--- config.mk ---
export PLATFORM = sky130hd
export DESIGN_NAME = pc_unit
export DESIGN_NICKNAME = d
export VERILOG_FILES = /design/src/rtl/pc_unit.sv
export SDC_FILE = /design/constraint.sdc
export NUM_CORES = 1
export LEC_CHECK = 0
export ABC_AREA = 1
export BUFFER_PORTS_ARGS = -buffer_cell sky130_fd_sc_hd__buf_2
export CAP_MARGIN = 15
export CORE_MARGIN = 5
export CORE_UTILIZATION = 45
export CTS_BUF_LIST = sky130_fd_sc_hd__clkbuf_4
export DETAILED_ROUTE_END_ITERATION = 6
export GPL_TIMING_DRIVEN = 0
export PLACE_DENSITY = 0.81
export SKIP_LAST_GASP = 1
export SLEW_MARGIN = 20
export SYNTH_ARGS = -nofsm -noshare
export SYNTH_HDL_FRONTEND = slang
export SYNTH_SLANG_ARGS = --single-unit
--- constraint.sdc ---
create_clock -name clk -period 2.5 [get_ports clk]
set_input_delay 0.5 -clock clk [delete_from_list [all_inputs] [get_ports clk]]
set_output_delay 0.5 -clock clk [all_outputs]
set_load 0.005 [all_outputs]
--- src/rtl/pc_unit.sv ---
// Program-counter unit: next-PC select (step, redirect, exception, eret), held redirect, EPC capture.
// Latency: every PC/EPC change is visible one cycle after the qualifying clock edge.
// Backpressure: enable=0 stalls the PC; a redirect seen during a stall is held until enable returns.
module pc_unit #(
  parameter int              N_BITS     = 32,
  parameter logic [N_BITS-1:0] RESET_PC   = 32'h0040_0000,
  parameter logic [N_BITS-1:0] EXC_VECTOR = 32'h8000_0180,
  parameter int              PC_STEP    = 4,
  parameter int              ALIGN_BITS = 2
) (
  input  logic              clk,
  input  logic              reset,
  input  logic              enable,
  input  logic              redirect_i,
  input  logic [N_BITS-1:0] redirect_target_i,
  input  logic              exc_i,
  input  logic [N_BITS-1:0] epc_src_i,
  input  logic              eret_i,
  output logic [N_BITS-1:0] pc_value_o,
  output logic [N_BITS-1:0] pc_next_seq_o,
  output logic [N_BITS-1:0] epc_o,
  output logic              redirect_pending_o,
  output logic              misaligned_o
);

  // Mask that clears the low ALIGN_BITS of a loaded target.
  localparam logic [N_BITS-1:0] ALIGN_MASK = ~((N_BITS'(1) << ALIGN_BITS) - N_BITS'(1));

  // RUN: no held redirect. HOLD: a redirect arrived during a stall and waits in pend_tgt.
  typedef enum logic {
    RUN  = 1'b0,
    HOLD = 1'b1
  } state_t;

  state_t            state, state_d;
  logic [N_BITS-1:0] pc, pc_d;
  logic [N_BITS-1:0] epc, epc_d;
  logic [N_BITS-1:0] pend_tgt, pend_tgt_d;
  logic              mis, mis_d;
  logic [N_BITS-1:0] seq_pc;
  logic [N_BITS-1:0] load_tgt;
  logic              load_en;

  assign seq_pc = pc + N_BITS'(PC_STEP);

  // Next-state and datapath select, in strict priority order.
  always_comb begin
    state_d    = state;
    pc_d       = pc;
    epc_d      = epc;
    pend_tgt_d = pend_tgt;
    load_tgt   = '0;
    load_en    = 1'b0;

    if (exc_i) begin
      // Exception vector is a fixed aligned address; never flagged misaligned.
      pc_d    = EXC_VECTOR;
      epc_d   = epc_src_i;
      state_d = RUN;
    end else if (eret_i) begin
      load_tgt = epc;
      load_en  = 1'b1;
      state_d  = RUN;
    end else if (enable && redirect_i) begin
      // A fresh redirect supersedes whatever was being held.
      load_tgt = redirect_target_i;
      load_en  = 1'b1;
      state_d  = RUN;
    end else if (enable && (state == HOLD)) begin
      load_tgt = pend_tgt;
      load_en  = 1'b1;
      state_d  = RUN;
    end else if (enable) begin
      pc_d = seq_pc;
    end else if (redirect_i) begin
      // Stalled redirect: newest target wins while the stall lasts.
      pend_tgt_d = redirect_target_i;
      state_d    = HOLD;
    end

    if (load_en) begin
      pc_d = load_tgt & ALIGN_MASK;
    end
    mis_d = load_en && ((load_tgt & ~ALIGN_MASK) != '0);
  end

  // State and datapath registers with synchronous active-low reset.
  always_ff @(posedge clk) begin
    if (!reset) begin
      state    <= RUN;
      pc       <= RESET_PC;
      epc      <= '0;
      pend_tgt <= '0;
      mis      <= 1'b0;
    end else begin
      state    <= state_d;
      pc       <= pc_d;
      epc      <= epc_d;
      pend_tgt <= pend_tgt_d;
      mis      <= mis_d;
    end
  end

  assign pc_value_o         = pc;
  assign pc_next_seq_o      = seq_pc;
  assign epc_o              = epc;
  assign redirect_pending_o = (state == HOLD);
  assign misaligned_o       = mis;

endmodule

======== Yosys cells after proc, flatten, opt, wreduce, memory -nomap -nowiden ========
Index checks and enable logic that the tools add are counted.
word-level totals
  bits in writable memories ............... 0
  bits in registers ....................... 98
  bits in read-only memories .............. 0
  word-level logic and storage cells ...... 41
  memories ................................ 0
  bits in latches ......................... 0
operators by class
  divide/modulo/power cells ............... 0
  shift-type cells ........................ 0
  bitwise gates (word level) .............. 6
  equality and inequality tests ........... 3
  multiplexer cells ....................... 14
  $mul .................................... 0
  $lt $le $gt $ge ......................... 0
  reduce and logical (&&, ||, !) cells .... 11
  add/sub/neg operators ................... 1
operator list
  operator                                                                  count
  32-bit two-way mux                                                        10
  32-bit by 3-bit adder with 32-bit output (second input constant)          1
  32-bit nonzero test                                                       1
  4-bit AND reduction                                                       2
  3-bit inequality test (second input constant)                             2
  1-bit NOT                                                                 6
  6-bit AND reduction                                                       1
  5-bit OR reduction                                                        1
  1-bit two-way mux                                                         4
  1-bit logical AND                                                         3
  3-bit by 2-bit inequality test with 1-bit output (second input constant)  1
  3-bit nonzero test                                                        1
  3-bit OR reduction                                                        1
  2-bit AND reduction                                                       1

======== Depth between registers and ports, before layout ========
Gate-level depths: netlist of run 1.
  depth after elaboration ................. 7
  gate-level depth with buffers ........... 11
  depth with buffers taken out ............ 11

======== Worst setup path after synthesis of run 1 ========
OpenSTA, ideal clock, no wires.
  path type ............................... register to output
  start ................................... register pc[2], in the netlist pc_value_o[2]
  end ..................................... output port pc_next_seq_o[12]
  setup slack ............................. 0.578 ns
  arrival ................................. 1.422 ns
  stages on the path, launching flop included .. 7
  cell sequence ........................... dfxtp_1 > ha_1 > nand3_2 > inv_2 > nand2_2 > o21ai_0 > and2_1
on the way
  word-level cells in the longest chain between the ends .. 1
ends and longest elaborated chain
  item                                      line  RTL
  from (decl)                               36    logic [N_BITS-1:0] pc, pc_d;
  from (signal assigned)                    97    pc <= pc_d;
  32-bit by 3-bit adder with 32-bit output  44    assign seq_pc = pc + N_BITS'(PC_STEP);
  to (decl)                                 20    output logic [N_BITS-1:0] pc_next_seq_o,
No other way between the ends.

======== Worst setup path in the final report of run 1 ========
  start ................................... register pc[8], in the netlist pc_value_o[8]
  end ..................................... output port pc_next_seq_o[28]
The elaborated chain is that of the path after synthesis.

==> summary.md, run 1 <==
| Metric | Value |
|---|---|
| Final-report hold violation count | `0` |
| Setup Skew | `0.0130 ns` |
| Most numerous cell in the Yosys netlist | `nor2_1` |
| Fill count | `1170` |
| Total Wirelength | `18100 um` |
| TritonCTS clock tree | `built` |
| CTS sink count | `96` |
| CTS buffer count | `9` |
| Die ar. | `13900 um^2` |
| Max Slew Vio Count | `0` |
| Initial Util | `45.8%` |
| Power share of the clock group | `27.6%` |
| Number of port buffers | `161` |
| Avg Vias per Cell | `5.39` |
| Largest net degree at the start of global routing | `17` |
| DP HPWL | `14300 um` |
| FMAX | `417 MHz` |
| Width of the die | `118 um` |
| Max-cap violations | `0` |
| Distinct cells, synth | `34` |
| Total congestion overflow | `0` |
| Number of DRC markers in iteration 0 | `697` |
| First-pass GRT wire length | `28300 um` |
| Yosys reg bits | `96` |
| Synth warnings | `0` |
| Vias in the first global route | `5533` |
| Crit-path max FO | `5` |
| Crit path time final | `2.40 ns` |
| Req. time, crit path | `2.00 ns` |
| Clk_lat worst skew | `0.46 ns` |
| Leading area contributor after synthesis | `dfxtp_1` |
| Area of the multi-input gates | `2880 um^2` |
| Register area | `1950 um^2` |
| Pre-Repair DR Iteration Count | `6` |
| Area added between synthesis and finish | `23.2%` |
| Cell Rows | `39` |
| Share of layout cells above drive strength 1 | `26.8%` |
| Die height | `118 um` |
| Pleak | `2.95 nW` |
| Hold Path Class | `in2reg` |
| Fin Setup TNS | `0 ns` |
| Via count | `6039` |
| Deepest clock path buffer count | `2` |
| Status | `finished clean` |
| Synthesized area | `5230 um^2` |
| Initial antenna violation count | `1` |
| Core area | `11400 um^2` |
| Largest cells by area after synthesis | `dfxtp_1 (37%), nor2_1 (11%), o21ai_0 (10%), nand2_1 (9.4%), a21oi_1 (7.5%)` |
| Setup CP Type | `reg2out` |
| Post-synth EDFFs | `0` |
| Finished Cell Area | `6440 um^2` |
| Drt wl/cell | `16.2 um` |
| Ports | `168` |
| Slew headroom | `62.9%` |
| Internal | `0.00215 W` |
| Util after Layout | `56.4%` |
| Final Net Count | `1043` |
| Reg clk slew, reported paths | `0.16 ns` |
| Switch Pwr | `0.000981 W` |
| Worst-Margin Slew | `0.556 ns` |
| Gr usage total | `24.7%` |
| Fraction of registers with async set/reset | `0%` |
| Synth Instances | `793` |
| Detail Route Antenna Nets | `0` |
| Top FF cell, synth | `dfxtp_1` |
| Final Cycle Share | `95.9%` |
| Commonest cells post-synth | `nor2_1 (158), nand2_1 (131), o21ai_0 (107)` |
| Sequential power share | `54.3%` |
| H-tree depth | `3` |
| Register area share after synthesis | `36.8%` |
| DRC viols | `0` |
| Area share of the largest cell type after synthesis | `36.8%` |
| Setup crit end kind | `output pin` |
| VDD IR max | `0.380 mV` |
| PwrDens | `486 nW/um^2` |
| Unrepaired setup endpoints after global routing | `yes` |
| Switching Fraction | `31.3%` |
| Post-Syn Area per Cell | `6.59 um^2` |
| CP Launch Type | `flip-flop` |
| CTS Root Cell | `clkbuf_4` |
| Comb power frac | `18.1%` |
| Worst EP arrival | `1.90 ns` |
| GPL Wtd Cong | `0.971` |
| Setup-failing EPs final | `0` |
| Post-place instance area | `6220 um^2` |
==> cells by family (layout without fill, tap and decap cells) <==
group | after synthesis | after routing | synth area share [%]
compound gates | 240 | 240 | 23.5
xor+xnor | 13 | 13 | 2.90
fa+ha+maj | 1 | 1 | 0.239
buf+inv | 105 | 286 | 8.84
flops | 96 | 96 | 36.8
other cells | 1 | 5 | 0.0718
simple gates | 337 | 337 | 27.7
==> layout by cell type, fill, tap and decap left out, types with 2 or more instances in the layout <==
cell / count
nand4_1: 2
nor2_2: 6
nand3b_1: 12
nand2_2: 5
nand2_4: 3
clkbuf_1: 23
o221ai_1: 4
xor2_1: 4
dfxtp_2: 13
conb_1: 4
a31oi_1: 6
xnor2_1: 4
buf_6: 3
o21ai_1: 44
dfxtp_4: 2
o21ai_0: 106
xor2_2: 4
dfxtp_1: 81
inv_1: 43
a21oi_1: 78
clkinv_4: 2
and2_1: 2
clkbuf_4: 9
buf_4: 9
clkinv_1: 2
nand2_1: 131
nor2_4: 7
nor2_1: 157
nand3_1: 10
buf_2: 178
inv_2: 11
==> metal layers <==
layer / vias to the layer above / wire length (um) / GRT usage (%) / part of all wire (%)
met5: - / 0 / 0 / 0
met4: 0 / 345 / 6.95 / 1.9
met3: 31 / 1700 / 5.67 / 9.4
met2: 336 / 8290 / 39.5 / 46
met1: 2727 / 7800 / 33.6 / 43
li1: 2945 / - / - / -
==> power by group through the flow <==
stage	Clock (W)	Sequential [W]	Combinational [W]
final	0.000864	0.00170	0.000566
after global routing	0.000933	0.00171	0.000626
after CTS	0.000869	0.00170	0.000559
after detailed placement	0	0.00173	0.000550
after global placement	0	0.00173	0.000540
after floorplan	0	0.00171	0.000297
==> final timing paths <==
check / start / to / slack [ns] / cells after the start
setup / recovery: pc_value_o[8] / pc_next_seq_o[28] / 0.10 / 8
hold reg to reg: pend_tgt[7] / pend_tgt[7] / 0.47 / 2
hold / removal: epc_src_i[8] / epc_o[8] / 0.25 / 3
setup reg to reg: redirect_pending_o / pc_value_o[13] / 0.65 / 9
==> state kept, by name, indices dropped and copies added, names as in the netlist <==
name and flops:
epc_o 32, pend_tgt 32, redirect_pending_o 1, misaligned_o 1, pc_value_o 30
==> metrics by stage <==
stage	hold WS (ns)	total power [W]	std cells	setup WS, ns
after floorplan	0.430	0.00201	796	0.578
after global placement	0.442	0.00227	1100	0.154
after detailed placement	0.447	0.00228	1100	0.132
after CTS	0.240	0.00312	1118	0.0319
after global routing	0.235	0.00327	1121	-0.00887
final	0.254	0.00313	1121	0.104
==> layout make-up <==
cell class              instances  area share, %
inverters                      56           3.32
well taps                     143           2.78
clock inverters                 7           1.11
clock buffers                   9           1.05
plain buffers                  49           3.85
repair buffers                165           13.0
multi-input cells             595           44.7
flip-flops and latches         96           30.2
diodes                          1         0.0389
==> critical path, cell delays in order, from the launching register on <==
cell and delay [ns]:
dfxtp_1 0.47, nand2_1 0.15, nor2_2 0.20, nand2_1 0.13, nor2_1 0.17, nand2_1 0.07
nand2_1 0.06, nand2_1 0.07, buf_2 0.13
==> what timing repair did <==
| item | 4_1_cts | 5_1_grt |
|---|---|---|
| resized for setup | 6 | 17 |
| pin swaps | 0 | 1 |
| hold buffers | 0 | 0 |
| buffers inserted | 2 | 2 |
| endpoints found under the hold margin | 0 | 0 |
| cloned | 0 | 0 |
| setup endpoints to repair | 13 | 18 |
Power figures use the tool's default switching activity.
==> inputs of run 2 (changes only) <==
--- a/config.mk
+++ b/config.mk
@@ -9,11 +9,12 @@
 export BUFFER_PORTS_ARGS = -buffer_cell sky130_fd_sc_hd__buf_2
 export CAP_MARGIN = 15
 export CORE_MARGIN = 5
-export CORE_UTILIZATION = 45
+export CORE_UTILIZATION = 57
 export CTS_BUF_LIST = sky130_fd_sc_hd__clkbuf_4
+export CTS_CLUSTER_SIZE = 30
 export DETAILED_ROUTE_END_ITERATION = 6
 export GPL_TIMING_DRIVEN = 0
-export PLACE_DENSITY = 0.81
+export PLACE_DENSITY = 0.95
 export SKIP_LAST_GASP = 1
 export SLEW_MARGIN = 20
 export SYNTH_ARGS = -nofsm -noshare
==> summary.md, run 2 (same netlist as run 1, synthesis figures left out) <==
| Metric | Value |
|---|---|
| Register area | `1940 um^2 (was 1950 um^2)` |
| Slew headroom | `62.5% (was 62.9%)` |
| FMAX | `414 MHz (was 417 MHz)` |
| Worst-Margin Slew | `0.562 ns (was 0.556 ns)` |
| Gr usage total | `30.0% (was 24.7%)` |
| Unrepaired setup endpoints after global routing | `no (was yes)` |
| CP Launch Type | `flip-flop (unchanged)` |
| CTS sink count | `96 (unchanged)` |
| Reg clk slew, reported paths | `0.16 ns (about the same)` |
| Max Slew Vio Count | `0 (unchanged)` |
| Req. time, crit path | `2.00 ns (about the same)` |
| TritonCTS clock tree | `built (unchanged)` |
| Fill count | `800 (was 1170)` |
| Fin Setup TNS | `0 ns (unchanged)` |
| Total chip power | `0.00311 W (was 0.00313 W)` |
| Avg Vias per Cell | `5.61 (was 5.39)` |
| PwrDens | `488 nW/um^2 (was 486 nW/um^2)` |
| Crit-path max FO | `5 (unchanged)` |
| Drt wl/cell | `16.1 um (was 16.2 um)` |
| Via count | `6097 (was 6039)` |
| Core area | `9110 um^2 (was 11400 um^2)` |
| Vias in the first global route | `5519 (was 5533)` |
| First-pass GRT wire length | `27200 um (was 28300 um)` |
| Total congestion overflow | `0 (unchanged)` |
| Setup Slack @ Placement | `0.120 ns (was 0.132 ns)` |
| Ports | `168 (unchanged)` |
| VDD IR max | `0.391 mV (was 0.380 mV)` |
| Final-report hold violation count | `0 (unchanged)` |
| Final Net Count | `1041 (was 1043)` |
| H-tree depth | `3 (unchanged)` |
| Status | `finished, violations left (was finished clean)` |
| Width of the die | `106 um (was 118 um)` |
| Initial Util | `57.4% (was 45.8%)` |
| Setup CP Type | `reg2out (unchanged)` |
| Cell Rows | `35 (was 39)` |
| Deepest clock path buffer count | `2 (unchanged)` |
| Worst EP arrival | `1.91 ns (was 1.90 ns)` |
| Clk_lat worst skew | `0.45 ns (was 0.46 ns)` |
| CTS Root Cell | `clkbuf_4 (unchanged)` |
| DRC viols | `3 (was 0)` |
| Setup WS post-layout | `0.0858 ns (was 0.104 ns)` |
| Largest net degree at the start of global routing | `17 (unchanged)` |
| Crit path time final | `2.41 ns (was 2.40 ns)` |
| Most frequent cells in the layout | `buf_2 (178), nor2_1 (158), nand2_1 (131) (was buf_2 (178), nor2_1 (157), nand2_1 (131))` |
| DP Cell Count | `1068 (was 1100)` |
| Setup crit end kind | `output pin (unchanged)` |
| Commonest non-fill, non-tap cell in the layout | `buf_2 (unchanged)` |
| Area added between synthesis and finish | `21.9% (was 23.2%)` |
| Hold Path Class | `in2reg (unchanged)` |
| Setup-failing EPs final | `0 (unchanged)` |
| Total Wirelength | `17500 um (was 18100 um)` |
| Initial antenna violation count | `1 (unchanged)` |
| Detail Route Antenna Nets | `0 (unchanged)` |
| Die height | `106 um (was 118 um)` |
| Final Cycle Share | `96.6% (was 95.9%)` |
| Max-cap violations | `0 (unchanged)` |
| Area of the multi-input gates | `2870 um^2 (was 2880 um^2)` |
| Pleak | `2.94 nW (was 2.95 nW)` |
| Pre-Repair DR Iteration Count | `7 (was 6)` |
| GPL Wtd Cong | `0.999 (was 0.971)` |
| Number of port buffers | `161 (unchanged)` |
| Setup Skew | `0.0222 ns (was 0.0130 ns)` |
| Number of DRC markers in iteration 0 | `534 (was 697)` |
| Failing checks | `design-rule violations` |
| CTS buffer count | `9 (unchanged)` |
| # diodes | `0 (was 1)` |
| CTS Hold Bufs | `0 (unchanged)` |
| Share of layout cells above drive strength 1 | `26.1% (was 26.8%)` |
| DP HPWL | `13500 um (was 14300 um)` |
| Die ar. | `11200 um^2 (was 13900 um^2)` |
| Finished Layout Cells | `1086 (was 1121)` |
[run 2: final timing paths]
check                                   startpoint           endpoint  slack, ns  cells past startpoint
worst max-delay path                 pc_value_o[3]  pc_next_seq_o[12]       0.09                      7
worst min-delay path                  epc_src_i[4]           epc_o[4]       0.26                      3
worst max register to register  redirect_pending_o     pc_value_o[10]       0.72                      9
worst min register to register        pend_tgt[22]       pend_tgt[22]       0.47                      2
[run 2: timing repair]
action | CTS | global route
setup endpoints to repair | 11 | 13
gates resized for setup | 6 | 9
buffers inserted | 0 | 2
[run 2: metrics by stage]
step / util, % / instance area [um^2] / hold WS, ns
5_1_grt: 69.9 / 6370 / 0.257
3_5_place_dp: 67.9 / 6180 / 0.445
2_1_floorplan: - / 5240 / 0.430
3_3_place_gp: 67.9 / 6180 / 0.440
6_report: 69.9 / 6370 / 0.260
4_1_cts: 69.6 / 6340 / 0.259
[run 2: layer usage]
metal	up-vias	part of all wire [%]	GRT usage (%)	wire, um
met5	-	0	0	0
met4	0	2.9	9.99	503
met3	50	11	6.98	1940
met2	389	45	48.2	7900
met1	2728	41	39.9	7150
li1	2930	-	-	-
[run 2: cell type report]
type	instances	area share [%]
buffer	49	3.89
timing repair buffer	163	12.9
clock buffer	9	1.06
tap	111	2.18
inverter	56	3.36
clock inverter	7	1.10
sequential	96	30.4
multi-input combinational	595	45.1
[run 2: worst max-delay path: stages, from the launching register on]
cell	delay, ns
dfxtp_4	0.41
ha_4	0.19
nand3_4	0.14
inv_2	0.10
nand2_2	0.11
o21ai_0	0.24
and2_1	0.17
buf_2	0.11
[run 2: power by group]
group          internal [W]  total (W)  switching, W
clock network      0.000306   0.000845      0.000539
registers           0.00161    0.00170     0.0000864
logic              0.000229   0.000562      0.000334
total               0.00215    0.00311      0.000959
==> inputs of run 3 (changes only) <==
--- a/config.mk
+++ b/config.mk
@@ -9,12 +9,12 @@
 export BUFFER_PORTS_ARGS = -buffer_cell sky130_fd_sc_hd__buf_2
 export CAP_MARGIN = 15
 export CORE_MARGIN = 5
-export CORE_UTILIZATION = 57
+export CORE_UTILIZATION = 30
 export CTS_BUF_LIST = sky130_fd_sc_hd__clkbuf_4
 export CTS_CLUSTER_SIZE = 30
 export DETAILED_ROUTE_END_ITERATION = 6
 export GPL_TIMING_DRIVEN = 0
-export PLACE_DENSITY = 0.95
+export PLACE_DENSITY = 0.61
 export SKIP_LAST_GASP = 1
 export SLEW_MARGIN = 20
 export SYNTH_ARGS = -nofsm -noshare
==> constraint.sdc (replaced) <==
create_clock -name clk -period 2.5 [get_ports clk]
set_input_delay 0 -clock clk [delete_from_list [all_inputs] [get_ports clk]]
set_output_delay 0 -clock clk [all_outputs]
set_load 0.005 [all_outputs]
==> summary.md, run 3 (same netlist as run 1, synthesis figures left out) <==
| Metric | Value |
|---|---|
| DP HPWL | `16000 um (was 13500 um)` |
| Vias in the first global route | `6186 (was 5519)` |
| Max Slew Vio Count | `0 (unchanged)` |
| CTS sink count | `96 (unchanged)` |
| H-tree depth | `3 (unchanged)` |
| Core area | `17200 um^2 (was 9110 um^2)` |
| Deepest clock path buffer count | `2 (unchanged)` |
| Finished Cell Area | `7370 um^2 (was 6370 um^2)` |
| Switch Pwr | `0.00104 W (was 0.000959 W)` |
| Setup WS post-layout | `0.150 ns (was 0.0858 ns)` |
| Gr usage total | `20.6% (was 30.0%)` |
| Share of layout cells above drive strength 1 | `22.8% (was 26.1%)` |
| Req. time, crit path | `2.50 ns (was 2.00 ns)` |
| Max-cap violations | `0 (unchanged)` |
| Slew headroom | `54.3% (was 62.5%)` |
| Delay-heaviest family, CP | `simple AND/OR/NAND/NOR gates (unchanged)` |
| WP buf/inv | `3 (was 2)` |
| Setup Skew | `0.0270 ns (was 0.0222 ns)` |
| Width of the die | `142 um (was 106 um)` |
| First-pass GRT wire length | `32800 um (was 27200 um)` |
| FMAX | `426 MHz (was 414 MHz)` |
| Worst-Margin Slew | `0.685 ns (was 0.562 ns)` |
| Ports | `168 (unchanged)` |
| DP Cell Count | `1182 (was 1068)` |
| Cell Rows | `48 (was 35)` |
| Pre-Repair DR Iteration Count | `7 (unchanged)` |
| CP Launch Type | `flip-flop (unchanged)` |
| Pleak | `3.35 nW (was 2.94 nW)` |
| Number of DRC markers in iteration 0 | `493 (was 534)` |
| Internal | `0.00234 W (was 0.00215 W)` |
| Post-place instance area | `6320 um^2 (was 6180 um^2)` |
| Final Net Count | `1127 (was 1041)` |
| Finished Layout Cells | `1287 (was 1086)` |
| Final-report hold violation count | `0 (unchanged)` |
| Number of port buffers | `161 (unchanged)` |
| Setup-failing EPs final | `0 (unchanged)` |
| Post-CTS Setup Bufs | `0 (unchanged)` |
| Worst hold slack | `0.0464 ns (was 0.260 ns)` |
| Final Cycle Share | `94.0% (was 96.6%)` |
| Switching Fraction | `30.8% (was 30.9%)` |
| Worst EP arrival | `2.35 ns (was 1.91 ns)` |
| CP cell instances | `ha_1, nand3_2, inv_2, nand2_2, inv_1, nand4_1, and2_1, buf_2 (was ha_4, nand3_4, inv_2, nand2_2, o21ai_0, and2_1, buf_2)` |
| Setup Slack @ Placement | `0.488 ns (was 0.120 ns)` |
| Unrepaired setup endpoints after global routing | `no (unchanged)` |
| Sequential power share | `50.3% (was 54.7%)` |
| CTS Root Cell | `clkbuf_4 (unchanged)` |
| Total Wirelength | `21200 um (was 17500 um)` |
| Total congestion overflow | `0 (unchanged)` |
| TritonCTS clock tree | `built (unchanged)` |
| PwrDens | `459 nW/um^2 (was 488 nW/um^2)` |
| Via count | `6246 (was 6097)` |
| Area added between synthesis and finish | `41.1% (was 21.9%)` |
| CP max stage delay | `0.50 ns (was 0.41 ns)` |
| Setup crit end kind | `output pin (unchanged)` |
| Die ar. | `20200 um^2 (was 11200 um^2)` |
| Die height | `142 um (was 106 um)` |
| GPL Wtd Cong | `0.895 (was 0.999)` |
| Initial antenna violation count | `1 (unchanged)` |
| Commonest non-fill, non-tap cell in the layout | `buf_2 (unchanged)` |
| Drt wl/cell | `16.5 um (was 16.1 um)` |
| Setup CP Type | `reg2out (unchanged)` |
| CTS buffer count | `9 (unchanged)` |
| Most frequent cells in the layout | `buf_2 (178), nor2_1 (158), nand2_1 (131) (unchanged)` |
| Status | `finished clean (was finished, violations left)` |
| Comb power frac | `20.0% (was 18.1%)` |
| Crit-path max FO | `7 (was 5)` |
| Avg Vias per Cell | `4.85 (was 5.61)` |
| Crit path max-delay cell type | `dfxtp_2 (was dfxtp_4)` |
| Crit path time final | `2.35 ns (was 2.41 ns)` |
| VDD IR max | `0.416 mV (was 0.391 mV)` |
| Power share of the clock group | `29.7% (was 27.2%)` |
| Largest net degree at the start of global routing | `17 (unchanged)` |
| Reg clk slew, reported paths | `0.15 ns (was 0.16 ns)` |
| Detail Route Antenna Nets | `0 (unchanged)` |
| Reg-to-reg setup timing slack | `0.25 ns (was 0.72 ns)` |
| Fin Setup TNS | `0 ns (unchanged)` |
| Clk_lat worst skew | `0.49 ns (was 0.45 ns)` |
| DRC viols | `0 (was 3)` |
| Hold Path Class | `in2reg (unchanged)` |
| Initial Util | `30.4% (was 57.4%)` |
==> run 3: final timing paths <==
check / start / to / cells past startpoint
hold reg to reg: pend_tgt[2] / pend_tgt[2] / 2
hold / removal: redirect_i / pc_value_o[4] / 5
setup reg to reg: redirect_pending_o / pend_tgt[17] / 10
setup / recovery: pc_value_o[2] / pc_next_seq_o[12] / 8
==> run 3: tightest hold or removal path: cells and delay by family <==
kind	cells	cell delay [ns]
buffers and inverters	1	0.17
AOI/OAI and AO/OA	1	0.11
and+or+nand+nor	3	0.22
==> run 3: final cells by class <==
class / instances / area, um^2
Fill cell: 1845 / 9800
Multi-Input combinational cell: 595 / 2850
Tap cell: 225 / 282
Sequential cell: 96 / 1920
Antenna cell: 1 / 2.50
Timing Repair Buffer: 249 / 1690
Clock inverter: 6 / 88.8
Clock buffer: 10 / 75.1
Inverter: 56 / 214
Buffer: 49 / 248
==> run 3: power by group through the flow <==
stage / logic, W / clock network, W / registers, W
finish: 0.000677 / 0.00100 / 0.00170
global route: 0.000751 / 0.00107 / 0.00171
CTS: 0.000670 / 0.00102 / 0.00170
detailed placement: 0.000569 / 0 / 0.00173
global placement: 0.000565 / 0 / 0.00173
floorplan: 0.000297 / 0 / 0.00171
==> run 3: per-stage QoR <==
step	util, %	total power (W)
floorplan	-	0.00201
finish	42.9	0.00338
CTS	42.9	0.00339
global placement	36.8	0.00230
detailed placement	36.8	0.00230
global route	42.9	0.00353
==> run 3: what timing repair did <==
item                                    in CTS  in global routing
hold endpoints to repair                    94                  0
resized for setup                            1                  0
hold buffers                                88                  0
endpoints found under the setup margin       1                  0
==> run 3: per-layer routing <==
| metal | vias up | global-route usage [%] | routed length (um) |
|---|---|---|---|
| li1 | 3109 | - | - |
| met1 | 2870 | 27.8 | 9650 |
| met2 | 252 | 34.5 | 9880 |
| met3 | 15 | 3.80 | 1390 |
| met4 | 0 | 4.60 | 257 |
| met5 | - | 0 | 0 |
